File: config.mk
export PLATFORM = sky130hd
export DESIGN_NAME = turn_sequencer
export DESIGN_NICKNAME = d
export VERILOG_FILES = /design/src/rtl/turn_pkg.sv /design/src/rtl/rise_detect.sv /design/src/rtl/turn_sequencer.sv
export SDC_FILE = /design/constraint.sdc
export NUM_CORES = 1
export LEC_CHECK = 0
export BUFFER_PORTS_ARGS = -buffer_cell sky130_fd_sc_hd__buf_2
export CAP_MARGIN = 15
export CORE_MARGIN = 5
export CORE_UTILIZATION = 30
export CTS_CLUSTER_SIZE = 10
export DETAILED_ROUTE_END_ITERATION = 10
export PLACE_DENSITY = 0.56
export SYNTH_ARGS = -nofsm -noshare
export SYNTH_HDL_FRONTEND = slang
export SYNTH_SLANG_ARGS = --single-unit
File: constraint.sdc
create_clock -name clk -period 2.85 [get_ports clk]
set_clock_uncertainty 0.2 [all_clocks]
set_input_delay 0.285 -clock clk [delete_from_list [all_inputs] [get_ports clk]]
set_output_delay 0.285 -clock clk [all_outputs]
set_load 0.02 [all_outputs]
File: src/rtl/turn_pkg.sv
// Shared types and constants for the turn sequencer.
package turn_pkg;

  // Sequencer states: waiting for a game, idle turn, searching for next live player, finished
  typedef enum logic [1:0] {
    IDLE = 2'd0,
    PLAY = 2'd1,
    SEEK = 2'd2,
    OVER = 2'd3
  } state_t;

  // Play direction encodings as seen on the reverse input
  localparam logic FWD = 1'b0;
  localparam logic REV = 1'b1;

endpackage

File: src/rtl/rise_detect.sv
// Registered rising-edge detector: rise is high while d is high and was low last cycle.
module rise_detect (
  input  logic clk,
  input  logic rst_n,
  input  logic d,
  output logic rise
);

  logic prev;

  // Remember last cycle's level so a held-high input only produces one edge
  always_ff @(posedge clk or negedge rst_n) begin
    if (!rst_n) prev <= 1'b0;
    else        prev <= d;
  end

  assign rise = d & ~prev;

endmodule

File: src/rtl/turn_sequencer.sv
// Turn sequencer: tracks the current player, steps on advance edges in either
// direction skipping eliminated players, counts rounds and detects the winner.
module turn_sequencer
  import turn_pkg::*;
#(
  parameter int  MAX_PLAYERS = 4,
  parameter int  ROUND_W     = 8,
  localparam int PW          = $clog2(MAX_PLAYERS),
  localparam int CW          = $clog2(MAX_PLAYERS + 1)
) (
  input  logic                   clk,
  input  logic                   rst_n,
  input  logic                   start,
  input  logic [CW-1:0]          num_players,
  input  logic [PW-1:0]          first_player,
  input  logic                   advance,
  input  logic                   reverse,
  input  logic [MAX_PLAYERS-1:0] eliminate,
  output logic [PW-1:0]          turn,
  output logic                   turn_valid,
  output logic                   turn_changed,
  output logic [ROUND_W-1:0]     round_cnt,
  output logic                   round_inc,
  output logic                   game_over,
  output logic [PW-1:0]          winner
);

  state_t                 state, state_nxt;
  logic [MAX_PLAYERS-1:0] alive, alive_nxt, alive_new;
  logic [MAX_PLAYERS-1:0] start_mask, game_mask, elim_eff;
  logic [CW-1:0]          n_reg, n_nxt, alive_cnt;
  logic                   dir, dir_nxt;
  logic [PW-1:0]          cand, cand_nxt, turn_nxt, winner_nxt, last_idx;
  logic [PW-1:0]          step_src, step_to, n_last;
  logic                   step_dir, step_wrap;
  logic                   changed_nxt, rinc_nxt, start_ok, adv_edge;
  logic [ROUND_W-1:0]     round_nxt;

  rise_detect u_rise (
    .clk   (clk),
    .rst_n (rst_n),
    .d     (advance),
    .rise  (adv_edge)
  );

  // Player masks, live-player count, survivor index and the filtered elimination
  always_comb begin
    start_mask = '0;
    game_mask  = '0;
    alive_cnt  = '0;
    last_idx   = '0;
    for (int i = 0; i < MAX_PLAYERS; i++) begin
      start_mask[i] = (i < int'(num_players));
      game_mask[i]  = (i < int'(n_reg));
      alive_cnt     = alive_cnt + CW'(alive[i]);
    end
    for (int i = MAX_PLAYERS - 1; i >= 0; i--) begin
      if (alive[i]) last_idx = PW'(i);
    end
    elim_eff  = eliminate & game_mask;
    alive_new = ((alive & ~elim_eff) == '0) ? alive : (alive & ~elim_eff);
    start_ok  = start && (int'(num_players) >= 2) && (int'(num_players) <= MAX_PLAYERS);
  end

  // One modulo step from the current turn (PLAY) or the pending candidate (SEEK)
  always_comb begin
    step_src  = (state == SEEK) ? cand : turn;
    step_dir  = (state == SEEK) ? dir : reverse;
    n_last    = PW'(n_reg - CW'(1));
    step_to   = step_src;
    step_wrap = 1'b0;
    if (step_dir == FWD) begin
      if (step_src == n_last) begin
        step_to   = '0;
        step_wrap = 1'b1;
      end else begin
        step_to = step_src + PW'(1);
      end
    end else begin
      if (step_src == '0) begin
        step_to   = n_last;
        step_wrap = 1'b1;
      end else begin
        step_to = step_src - PW'(1);
      end
    end
  end

  // Next-state and next-datapath decisions; a valid start overrides everything
  always_comb begin
    state_nxt   = state;
    alive_nxt   = alive_new;
    n_nxt       = n_reg;
    dir_nxt     = dir;
    cand_nxt    = cand;
    turn_nxt    = turn;
    changed_nxt = 1'b0;
    round_nxt   = round_cnt;
    rinc_nxt    = 1'b0;
    winner_nxt  = winner;
    if (start_ok) begin
      state_nxt  = PLAY;
      alive_nxt  = start_mask;
      n_nxt      = num_players;
      turn_nxt   = (CW'(first_player) < num_players) ? first_player : '0;
      round_nxt  = '0;
      winner_nxt = '0;
      dir_nxt    = FWD;
      cand_nxt   = '0;
    end else begin
      unique case (state)
        IDLE: begin
          alive_nxt = alive;
        end
        PLAY: begin
          if (alive_cnt == CW'(1)) begin
            state_nxt  = OVER;
            winner_nxt = last_idx;
          end else if (adv_edge) begin
            state_nxt = SEEK;
            dir_nxt   = reverse;
            cand_nxt  = step_to;
            if (step_wrap) begin
              round_nxt = round_cnt + ROUND_W'(1);
              rinc_nxt  = 1'b1;
            end
          end
        end
        SEEK: begin
          if (alive_cnt == CW'(1)) begin
            state_nxt  = OVER;
            winner_nxt = last_idx;
          end else if (alive_new[cand]) begin
            state_nxt   = PLAY;
            turn_nxt    = cand;
            changed_nxt = 1'b1;
          end else begin
            cand_nxt = step_to;
            if (step_wrap) begin
              round_nxt = round_cnt + ROUND_W'(1);
              rinc_nxt  = 1'b1;
            end
          end
        end
        OVER: begin
          state_nxt = OVER;
        end
        default: state_nxt = IDLE;
      endcase
    end
  end

  // State register
  always_ff @(posedge clk or negedge rst_n) begin
    if (!rst_n) state <= IDLE;
    else        state <= state_nxt;
  end

  // Datapath registers; reset aborts any search in progress
  always_ff @(posedge clk or negedge rst_n) begin
    if (!rst_n) begin
      alive        <= '0;
      n_reg        <= '0;
      dir          <= FWD;
      cand         <= '0;
      turn         <= '0;
      turn_changed <= 1'b0;
      round_cnt    <= '0;
      round_inc    <= 1'b0;
      winner       <= '0;
    end else begin
      alive        <= alive_nxt;
      n_reg        <= n_nxt;
      dir          <= dir_nxt;
      cand         <= cand_nxt;
      turn         <= turn_nxt;
      turn_changed <= changed_nxt;
      round_cnt    <= round_nxt;
      round_inc    <= rinc_nxt;
      winner       <= winner_nxt;
    end
  end

  assign turn_valid = (state != IDLE);
  assign game_over  = (state == OVER);

endmodule

==> results.md, run 1 <==
* Outcome: completed
* Placed cell area at 2320 µm²
* All-Layer GR Usage at 0.124
* Cell area power density at 800 nW/µm²
* Total Routed Length at 5090 µm
* CTS Buffer Depth at 2
* Utilization after layout at 0.385
* Worst r2r src: alive[0]
* Post-synth ARST share at 1.00
* Mapped Area at 1950 µm²
* Cell internal pwr at 1.09 mW
* Clock power frac at 0.120
* Fin cells at 355
* Vias at 1862
* Hold Crit Start: reverse
* Fin worst setup slack at 0.147 ns
* Detailed-route DRC error count at 0
* Chip Width at 90.6 µm
* H-tree depth at 1
* Worst Hold Path Cells at 3
* Combinational share of power at 0.587
* Max Clock Freq at 370 MHz
* RSZ-0062 raised after global routing: true
* Initial drt markers at 93
* Initial Utilization at 0.308
* Design Power at 1.95 mW
* Seq pwr share at 0.293
* Commonest cells after routing, fill and taps aside: 29 x buf_2, 27 x dfrtp_1, 23 x buf_4, 20 x nand2_1, 19 x inv_1
* Avg WL per Cell at 14.3 µm
* Overall die height at 90.6 µm
* Compound-cell area share of the yosys netlist at 0.238
* Critical path arrival at 2.72 ns
* Clk slew on worst S/H paths at 0.10 ns
* Initial antenna violation count at 0
* Number of vias per cell at 5.25
* Final GP Congestion at 0.816
* Worst slack at placement at 0.0391 ns
* Predominant post-synthesis flop cell: dfrtp_1
* Post-Route Setup TNS at 0 ns
* Mapped Avg Cell Area at 8.54 µm²
* Syn Nets at 253
* Min cycle time layout at 2.70 ns
* Clock Latency Late Sink at 0.28 ns
* Vias in the first global route at 1824
* Unique masters post-synth at 51
* Switch share at 0.442
* Required time worst endpoint at 2.87 ns
* Sequential area share after synthesis at 0.347
* Cells after Synth at 228
* Worst setup SP type: flop
* Antenna diodes at 0
* Min-Delay Path Class: input port to flop
* Max-slew violation total from the final report at 0
* Io pins at 30
* CTS Sinks at 27
* Reg-to-Reg End: round_cnt[3]
* Number of synthesized flops with an enable pin at 0
* Fillers at 671
* CTS Buf Count at 3
* Post-synthesis register bit count at 27
* Commonest non-fill, non-tap cell in the layout: buf_2
* Final Cycle Share at 0.948
* Max_slew headroom at 0.589
* Hold slack at 0.0563 ns
* Critical-path maximum fanout at 8
* Mux cell area share after synthesis at 0.0495
* Layout cells sized above 1 at 0.281
* Area of the core at 6310 µm²
* Final net count at 304
* Area Overhead vs Synth at 25.0%
* Rows at 29
* Flop-to-flop setup slack at 0.15 ns
* Post-Synth Adder-Cell Area at 0.0746
* Port bufs at 29
* CTS tree: built
* Tightest Pin Transition at 0.617 ns
* 1st-pass router iterations at 4
* Root buf cell: clkbuf_8
* Fin area at 2430 µm²
* Die Area at 8200 µm²
* Setup violators final at 0
* DP HPWL at 3880 µm
* YS warnings at 0
* Largest family of logic cells by synthesized area: compound AO/OA/AOI/OAI gates
* Hold-critical path endpoint: dir
* NetSw at 0.860 mW
* Antenna Violating Nets Remaining at 0
* Critical path type: flop to flop
* Maximum capacitance violations at 0
* Crit end category: flop
* Max FFs per register at 8
* Final hold vios at 0
* LEAKAGE at 1.13 nW
* Largest net degree at the start of global routing at 28
* R2R cell count at 13
* Placed insts at 348
* Xor and xnor area share after synthesis at 0.0135
* Synth Area in Simple Gates at 0.219
* Worst vdd ir at 0.289 mV
* First-pass GRT wire length at 8630 µm
* GRT Residual Overflow at 0
==> worst max path at each step <==
| stage | to | slack (ns) | cells past startpoint | from |
|---|---|---|---|---|
| global placement | round_cnt[2] | 0.13 | 13 | alive[0] |
| global route | winner[1] | -0.04 | 11 | alive[0] |
| CTS | round_cnt[2] | 0.04 | 13 | alive[0] |
| floorplan | round_cnt[0] | 0.04 | 11 | alive[0] |
| detailed placement | round_cnt[3] | 0.04 | 13 | alive[0] |
| finish | round_cnt[3] | 0.15 | 13 | alive[0] |
==> worst max-delay path, stage by stage, from the launching register on <==
cell     delay (ns)
dfrtp_1        0.37
inv_2          0.05
fa_1           0.52
inv_1          0.04
ha_1           0.17
ha_1           0.28
nor3b_2        0.22
a21oi_2        0.08
o21a_1         0.11
o21ai_1        0.09
a31oi_2        0.05
buf_4          0.17
a21o_1         0.18
a21oi_1        0.11
==> cell usage after synthesis, drive strengths merged, types with 6 or more instances <==
library cell	number	area [µm²]
mux2i	7	73.8
and3	7	43.8
nor2	14	52.6
o21ai	16	83.8
inv	20	75.1
a21oi	17	85.1
a31oi	6	43.8
dfrtp	27	676
nor3	6	30.0
ha	10	125
nand2b	6	37.5
nand2	20	75.1
nand3	8	50.1
==> layout make-up <==
type                       instances  area, µm²  share of cell area
clock inverter                     1       7.51             0.00308
timing repair buffer              54        338               0.139
multi-input combinational        173       1200               0.493
clock buffer                       3       41.3              0.0170
inverter                          20       75.1              0.0308
tap                               77       96.3              0.0396
sequential                        27        676               0.278
==> per-layer routing <==
metal  up-vias  global-route usage  share of wire
met4         0              0.0409          0.014
met5         -                   0              0
met2        48               0.199           0.45
li1        928                   -              -
met3         5              0.0158          0.040
met1       881               0.172           0.49
==> timing repair <==
| item | 4_1_cts | 5_1_grt |
|---|---|---|
| buffers inserted | 0 | 1 |
| resized for setup | 0 | 10 |
| endpoints found under the setup margin | 0 | 12 |
| endpoints found under the hold margin | 28 | 0 |
| hold buffers | 2 | 0 |
==> power groups by stage <==
stage,Clock (mW),Combinational [mW],Sequential [mW]
after floorplan,0,0.665,0.602
after global placement,0,1.07,0.576
after detailed placement,0,1.09,0.576
after CTS,0.242,1.09,0.568
after global routing,0.256,1.28,0.585
final,0.234,1.14,0.570
==> cell families (layout without fill, tap and decap cells) <==
group / count (synthesis) / after routing
simple gates: 81 / 81
buf+inv: 28 / 78
xor+xnor: 3 / 3
compound gates: 69 / 69
mux: 9 / 9
flops: 27 / 27
fa+ha+maj: 11 / 11
No activity file was read; power rests on OpenSTA's default activity.
==> inputs of run 2 (changes only) <==
--- a/config.mk
+++ b/config.mk
@@ -11,7 +11,7 @@
 export CORE_UTILIZATION = 30
 export CTS_CLUSTER_SIZE = 10
 export DETAILED_ROUTE_END_ITERATION = 10
-export PLACE_DENSITY = 0.56
+export PLACE_DENSITY = 0.55
 export SYNTH_ARGS = -nofsm -noshare
 export SYNTH_HDL_FRONTEND = slang
 export SYNTH_SLANG_ARGS = --single-unit
==> constraint.sdc (replaced) <==
create_clock -name clk -period 2.6 [get_ports clk]
set_clock_uncertainty 0.2 [all_clocks]
set_input_delay 0.26 -clock clk [delete_from_list [all_inputs] [get_ports clk]]
set_output_delay 0.26 -clock clk [all_outputs]
set_load 0.02 [all_outputs]
==> results.md, run 2 (synthesized netlist as in run 1, its figures left out) <==
* Outcome: complete, but fails checks
* Failing checks: setup timing
* Final hold vios at 0 (unchanged)
* H-tree depth at 1 (unchanged)
* CTS tree: built
* Clock Latency Late Sink at 0.28 ns (about the same)
* Io pins at 30 (unchanged)
* Detailed-route DRC error count at 0 (unchanged)
* Hold slack at 0.0241 ns (-0.0322 ns)
* 1st-pass router iterations at 4 (unchanged)
* Worst setup SP type: flop
* Crit end category: flop
* Fillers at 674 (+0.45%)
* Max_slew headroom at 0.564 (-0.0252)
* RSZ-0062 raised after global routing: true
* Largest stage delay on the critical path at 0.55 ns (+0.03 ns)
* Port bufs at 29 (unchanged)
* Maximum capacitance violations at 0 (unchanged)
* Area Overhead vs Synth at 34.5%
* DP HPWL at 3940 µm (+1.4%)
* Crit-path leading delay family: adder cells
* Worst vdd ir at 0.403 mV (+39%)
* Crit path capture: round_cnt[5]
* Flop-to-flop setup slack at -0.08 ns (-0.23 ns)
* Largest net degree at the start of global routing at 28 (unchanged)
* Rows at 29 (unchanged)
* Buf/Inv on CP at 3 (unchanged)
* CTS Buf Count at 3 (unchanged)
* Reg-to-Reg End: round_cnt[5]
* Initial antenna violation count at 0 (unchanged)
* Min cycle time layout at 2.68 ns (-0.0223 ns)
* Critical-path maximum fanout at 8 (unchanged)
* First-pass GRT wire length at 9090 µm (+5.3%)
* Min-Delay Path Class: input port to flop
* Antenna Violating Nets Remaining at 0 (unchanged)
* Clk slew on worst S/H paths at 0.10 ns (about the same)
* Placed insts at 356 (+2.3%)
* Initial Utilization at 0.308 (unchanged)
* Area of the core at 6310 µm² (unchanged)
* Worst setup path start: alive[1]
* All-Layer GR Usage at 0.131 (+0.00695)
* Max-slew violation total from the final report at 0 (unchanged)
* GRT Residual Overflow at 0 (unchanged)
* Chip Width at 90.6 µm (unchanged)
* CTS Buffer Depth at 2 (unchanged)
* Fin worst setup slack at -0.0804 ns (-0.228 ns)
* Vias in the first global route at 1922 (+5.4%)
* Overall die height at 90.6 µm (unchanged)
* LEAKAGE at 1.20 nW (+5.6%)
* Worst Hold Path Cells at 3 (unchanged)
* Fin cells at 365 (+2.8%)
* Final Cycle Share at 1.03 (+0.0826)
* Final net count at 314 (+3.3%)
* Critical-path cell with the highest stage delay: fa_1
* Vias at 1885 (+1.2%)
* Worst r2r src: alive[1]
* Layout cells sized above 1 at 0.354 (+0.0736)
* R2R cell count at 13 (unchanged)
* Critical path arrival at 2.66 ns (-0.06 ns)
* Die Area at 8200 µm² (unchanged)
* Fin area at 2620 µm² (+7.6%)
* Antenna diodes at 0 (unchanged)
* Tightest Pin Transition at 0.655 ns (+0.0378 ns)
* Initial drt markers at 116 (+25%)
* Max Clock Freq at 373 MHz (+0.83%)
* Commonest cells after routing, fill and taps aside: 29 x buf_2, 29 x buf_4, 27 x dfrtp_1, 20 x nand2_1, 17 x inv_1
* Critical path type: flop to flop
* Final GP Congestion at 0.854 (+4.7%)
* Root buf cell: clkbuf_8
* Number of vias per cell at 5.16 (-1.5%)
* Cell area power density at 893 nW/µm² (+12%)
* Required time worst endpoint at 2.58 ns (-0.29 ns)
* CTS Sinks at 27 (unchanged)
* Placed cell area at 2410 µm² (+3.9%)
* Total Routed Length at 5160 µm (+1.5%)
* Levels on crit path at 13 (unchanged)
* CP Cell Sequence: inv_2, fa_1, inv_2, ha_4, ha_4, nor3b_4, a21oi_2, o21a_1, o21ai_2, a31oi_2, buf_6, a21o_1, a21oi_2
* Setup violators final at 8 (+8)
* Max FFs per register at 8 (unchanged)
* Avg WL per Cell at 14.1 µm (-1.3%)
[run 2: changes by cell type in the layout (fill, tap and decap cells not counted), sizes merged]
| cell | previous run | this run |
|---|---|---|
| clkinvlp | 1 | 0 |
| buf | 52 | 62 |
| clkinv | 0 | 1 |
[run 2: through the flow]
stage	setup slack, ns	total power, mW	utilization	TNS, ns
after floorplan	-0.110	1.43	-	-0.467
after global placement	-0.0400	1.91	0.381	-0.165
after detailed placement	-0.0662	1.91	0.381	-0.320
after CTS	-0.0557	2.28	0.402	-0.251
after global routing	-0.218	2.55	0.415	-1.90
final	-0.0804	2.34	0.415	-0.420
[run 2: worst min-delay path by stage]
stage / end / from
floorplan: alive[0] / rst_n
global placement: n_reg[0] / rst_n
detailed placement: n_reg[0] / rst_n
CTS: dir / reverse
global route: dir / reverse
finish: dir / reverse
[run 2: layer usage]
layer | vias up | global-route usage | part of all wire
met1 | 901 | 0.177 | 0.48
met4 | 0 | 0.0298 | 0.011
met2 | 31 | 0.222 | 0.47
li1 | 948 | - | -
met5 | - | 0 | 0
met3 | 5 | 0.0183 | 0.031
[run 2: cell type report]
type | count | area [µm²] | share of cell area
Multi-Input combinational cell | 173 | 1300 | 0.495
Timing Repair Buffer | 64 | 428 | 0.163
Inverter | 20 | 75.1 | 0.0287
Tap cell | 77 | 96.3 | 0.0368
Clock buffer | 3 | 41.3 | 0.0158
Sequential cell | 27 | 676 | 0.258
Clock inverter | 1 | 5.00 | 0.00191
[run 2: worst min-delay path, cell delays in order]
cell and delay, ns:
buf_2 0.11, nand2_1 0.05, a21oi_1 0.05
[run 2: repair_timing]
action,CTS,global route
setup endpoints to repair,10,15
pin swaps,9,8
hold buffers,2,0
endpoints found under the hold margin,28,0
resized for setup,9,16
setup buffers,3,0
[run 2: power by group]
part           total [mW]  switching (mW)  internal [mW]
clock               0.252           0.145          0.108
sequential          0.618           0.101          0.517
combinational        1.47           0.766          0.702
total                2.34            1.01           1.33
